<file path="src/rtl/add_pkg.sv">
// add_pkg: shared program-counter constants for the add block
package add_pkg;
  localparam int PC_WIDTH = 32;
  localparam int PC_INC = 4;
endpackage

</file>
<file path="src/rtl/add_core.sv">
// add_core: combinational program-counter incrementer with carry-out
module add_core #(
  parameter int WIDTH = 32,
  parameter int INC = 4
) (
  input  logic [WIDTH-1:0] pc_i,
  output logic [WIDTH-1:0] sum_o,
  output logic             carry_o
);
  assign {carry_o, sum_o} = {1'b0, pc_i} + (WIDTH+1)'(INC);
endmodule

</file>
<file path="src/rtl/add.sv">
// add: program-counter incrementer with enabled capture of sum, carry and misalignment
module add
  import add_pkg::*;
#(
  parameter int WIDTH = PC_WIDTH,
  parameter int INC = PC_INC
) (
  input  logic             clk_i,
  input  logic             rst_ni,
  input  logic [WIDTH-1:0] pc_i,
  input  logic             cap_en_i,
  output logic [WIDTH-1:0] pc_four_o,
  output logic [WIDTH-1:0] pc_four_q_o,
  output logic             wrap_q_o,
  output logic             misalign_q_o
);
  logic carry;
  add_core #(.WIDTH(WIDTH), .INC(INC)) u_core (
    .pc_i   (pc_i),
    .sum_o  (pc_four_o),
    .carry_o(carry)
  );
  always_ff @(posedge clk_i) begin
    if (!rst_ni) begin
      pc_four_q_o  <= '0;
      wrap_q_o     <= 1'b0;
      misalign_q_o <= 1'b0;
    end else if (cap_en_i) begin
      pc_four_q_o  <= pc_four_o;
      wrap_q_o     <= carry;
      misalign_q_o <= |pc_i[1:0];
    end
  end
endmodule

</file>
<file path="config.mk">
export PLATFORM = sky130hd
export DESIGN_NAME = add
export DESIGN_NICKNAME = d
export VERILOG_FILES = /design/src/rtl/add_pkg.sv /design/src/rtl/add_core.sv /design/src/rtl/add.sv
export SDC_FILE = /design/constraint.sdc
export NUM_CORES = 1
export LEC_CHECK = 0
export CAP_MARGIN = 15
export CORE_MARGIN = 3
export CORE_UTILIZATION = 43
export DETAILED_ROUTE_END_ITERATION = 12
export GPL_ROUTABILITY_DRIVEN = 0
export PLACE_DENSITY = 0.86
export SLEW_MARGIN = 20
export SYNTH_ARGS = -nofsm -noshare
export SYNTH_HDL_FRONTEND = slang
export SYNTH_SLANG_ARGS = --single-unit
export TNS_END_PERCENT = 5
</file>
<file path="constraint.sdc">
create_clock -name clk_i -period 8.3 [get_ports clk_i]
set_input_delay 2.49 -clock clk_i [delete_from_list [all_inputs] [get_ports clk_i]]
set_output_delay 2.49 -clock clk_i [all_outputs]
set_load 0.05 [all_outputs]
</file>
After elaboration in Yosys (flattened, before gate mapping)
Cells that the tools add are included.
{"block": "totals", "regBits": 34, "inputBits": 35, "wordCells": 5}
{"block": "classes", "n_addsub": 1, "n_reduce_logical": 1}
{"operator": "32-bit by 3-bit adder with 33-bit output (second input constant)", "count": 1}
{"operator": "2-bit OR reduction", "count": 1}

Longest topological paths before layout
Gate-level depths: netlist of the first run.
{"block": "logic_depth", "word_depth": 1, "ltp_mapped": 5, "depth_no_buf": 5}

Modules after synthesis
Synthesis of the first run repeated with hierarchy kept, for this count alone.
{"block": "unflattened", "cells_unflattened": 193, "hier_area_um2": 1900.6}
{"mod": "add", "n_inst": 1, "cells_each": 110, "area_each_um2": 1313.8}
{"mod": "add_core", "n_inst": 1, "cells_each": 83, "area_each_um2": 586.8}

Least setup slack after synthesis of the first run
Ideal clock, no wire load.
{"block": "synth_path", "kind": "input to output", "from": "in pc_i[2]", "to": "out pc_four_o[26]", "arrival_time_ns": 4.297, "required_ns": 5.810, "slack_ns": 1.513, "cell_stages": 5, "n_path_buf": 0, "cell_sequence": "ha_1 > and3_1 > nand4_4 > or3_1 > xnor2_1"}
{"block": "synth_between", "elab_chain_len": 1}
{"element": "start: declaration", "line_no": "add.sv:10", "source": "input logic [WIDTH-1:0] pc_i,"}
{"element": "32-bit by 3-bit adder with 33-bit output", "line_no": "add_core.sv:10", "source": "assign {carry_o, sum_o} = {1'b0, pc_i} + (WIDTH+1)'(INC);"}
{"element": "end: declaration", "line_no": "add.sv:12", "source": "output logic [WIDTH-1:0] pc_four_o,"}
Every way passes these cells.

Worst setup path in the final report of the first run
Ends and elaborated chain as after synthesis.

==> impl_metrics.tcl, run 1 <==
set metrics [dict create \
    synthCells 240 \
    routed_via_density 5.60 \
    arrival_ps 5190 \
    cp-start-kind "primary input" \
    hold_buffers 0 \
    path_clk_slew_ps 60 \
    fin_area_um2 3030 \
    instances_no_fill 384 \
    drc 0 \
    yosysSeqAreaShare_pct 34.4 \
    fmax_mhz 130 \
    die_area_um2 5450 \
    drive_gt1_share_pct 6.02 \
    final_cell_mix "clkdlybuf4s50_1 (99), dfxtp_1 (34), nand2_1 (25)" \
    setup_violations 0 \
    synthToLayoutAreaGrowth_pct 53.3 \
    top_layer_used "met4" \
    nets 368 \
    synthTopCellsByArea "dfxtp_1 (34%), o21ai_0 (6.1%), xnor2_1 (4.9%)" \
    cpLargestDelayFamily "buffers and inverters" \
    portBuffers 100 \
    dr_wl_met3_um 620 \
    dr_wl_met2_mm 2.70 \
    critical_path_required_ps 5810 \
    crit_fanout 10 \
    slowest_delay_ps 820 \
    antenna_found_initial 0 \
    tightest_slew_ps 954 \
    clkLatencyLatePin_ps 280 \
    hpwl_mm 4.41 \
    routed_wl_mm 5.84 \
    syn_area_um2 1980 \
    cpMaxStageDelayCell "clkdlybuf4s50_1" \
    wl_met1_mm 2.45 \
    ctsRootBufferMaster "clkbuf_8" \
    placedCellCount 377 \
    track_usage_pct 22.2 \
    layout.cells.most_common "clkdlybuf4s50_1" \
    power.density_nw_per_um2 154 \
    antenna_cells 0 \
    setup_tns_ps 0 \
    route.detailed.wl_per_inst_um 15.2 \
    cap_violations 0 \
    synth_top_area_share_pct 34.4 \
    clock-sinks 34 \
    cts_resized 0 \
    fill_cells 368 \
    fp-row-count 24 \
    slew_violations 0 \
    p_leak_nw 1.15 \
    initial_core_util_pct 45.1 \
    vias 2149 \
    clockBufferDepth 2 \
    period_share_pct 92.5 \
    maxSlewHeadroom_pct 36.4 \
    ys_ff_latch 34 \
    core-area_um2 4380 \
    cts_tree "built" \
    synth_nets 276 \
    cts_setup_buffers 0 \
    crit_buf_inv 2 \
    yosysTopAreaCell "dfxtp_1" \
    place_area_um2 2950 \
    holdCritPathClass "reg -> reg" \
    ant_nets 0 \
    cp-end-kind "output pin" \
    avgSynthCellArea_um2 8.24 \
    gr-total-overflow 0 \
    period_minus_slack_ps 7680 \
    crit_chain "clkdlybuf4s50_1 > ha_1 > and3_1 > nand4_4 > or3_1 > xnor2_1 > clkdlybuf4s50_1" \
    holdWs_ps 477 \
    fin_worst_skew_ps 0 \
    cts-buffers-inserted 5 \
    rsz0062_at_grt "no" \
    grt_pass1_wl_mm 9.62 \
    fp.dieW_um 73.8 \
    drt-initial-drc-count 135 \
    cts_htree_levels 2 \
    die_h_um 73.8 \
    ioPinCount 101 \
    grt_max_degree 59 \
    irDropWorstVdd_v 0.000104 \
    status "completed" \
    drtPass1Iterations 4 \
    synth_warnings 0 \
    synth_cell_types 41 \
    criticalPathCategory "in -> out" \
    hold_viol 0 \
    grt_pass1_vias 2090 \
    cpMostUsedCell "clkdlybuf4s50_1" \
]
## worst min-delay path, delay by kind of cell, from the launching register on
| family | cells | cell delay, ps |
|---|---|---|
| compound gates | 1 | 60 |
| simple gates | 1 | 60 |
| flops | 1 | 310 |
## sequential cells by signal, indices dropped and copies added (netlist names)
register,count
misalign_q_o,1
pc_four_q_o,32
wrap_q_o,1
## logic make-up (layout without fill, tap and decap cells)
kind of cell	after synthesis	count (layout)	synth area share (%)
mux	6	6	3.04
xor+xnor	16	16	7.09
buf+inv	22	114	5.57
compound gates	59	59	19.9
fa+ha+maj	1	1	0.633
flops	34	34	34.4
simple gates	102	102	29.4
## area by class of cell
class	count	area (µm²)	share of cell area, %
multi-input combinational	184	1190	39.1
timing repair buffer	100	996	32.9
sequential	34	681	22.5
clock buffer	7	76.3	2.52
tap	52	65.1	2.15
inverter	7	26.3	0.867
## power breakdown
group	internal (mW)	switching, mW	total [mW]
Clock	0.0577	0.0569	0.115
Combinational	0.0623	0.111	0.174
Sequential	0.174	0.00523	0.180
Total	0.294	0.174	0.468
## metal layers
layer,up-vias,global-route usage [%]
li1,1059,-
met1,984,28.2
met2,97,36.0
met3,9,6.98
met4,0,6.44
met5,-,0
## worst paths after layout
check / start / endpoint / slack, ps / cells past startpoint
worst max-delay path: pc_i[2] / pc_four_o[26] / 620 / 7
worst min-delay path: wrap_q_o / wrap_q_o / 480 / 2
worst max register to register: pc_four_q_o[10] / pc_four_q_o[10] / 7510 / 2
worst min register to register: wrap_q_o / wrap_q_o / 480 / 2
## metrics by stage
stage	setup WS (ps)	power, mW	util (%)
finish	625	0.468	69.1
global route	436	0.487	69.1
CTS	604	0.470	69.1
detailed placement	607	0.357	67.4
global placement	664	0.355	67.4
floorplan	1510	0.290	-
## synth_stat cells, drive strengths merged
| master | number |
|---|---|
| a21oi | 2 |
| nor4 | 1 |
| buf | 7 |
| o211a | 2 |
| xnor2 | 11 |
| or3 | 8 |
| a311oi | 3 |
| a311o | 1 |
| or4 | 6 |
| nor3 | 4 |
| and3 | 5 |
| a211oi | 6 |
| xor2 | 5 |
| nor2b | 2 |
| o21ba | 6 |
| mux2i | 6 |
| nand3 | 12 |
| nand2b | 1 |
| a31oi | 9 |
| inv | 7 |
| nand2 | 26 |
| nor2 | 17 |
| or2 | 3 |
| clkbuf | 8 |
| o31ai | 6 |
| dfxtp | 34 |
| and4 | 6 |
| o21ai | 24 |
| ha | 1 |
| nand4 | 8 |
| and2 | 3 |
(Power assumes the default switching activity.)
==> inputs of run 2 (changes only) <==
--- a/config.mk
+++ b/config.mk
@@ -11,6 +11,7 @@
 export DETAILED_ROUTE_END_ITERATION = 12
 export GPL_ROUTABILITY_DRIVEN = 0
 export PLACE_DENSITY = 0.86
+export SKIP_CTS_REPAIR_TIMING = 1
 export SLEW_MARGIN = 20
 export SYNTH_ARGS = -nofsm -noshare
 export SYNTH_HDL_FRONTEND = slang
==> results of run 2 <==
The final DEF is identical to that of run 1; final timing and power are the same.
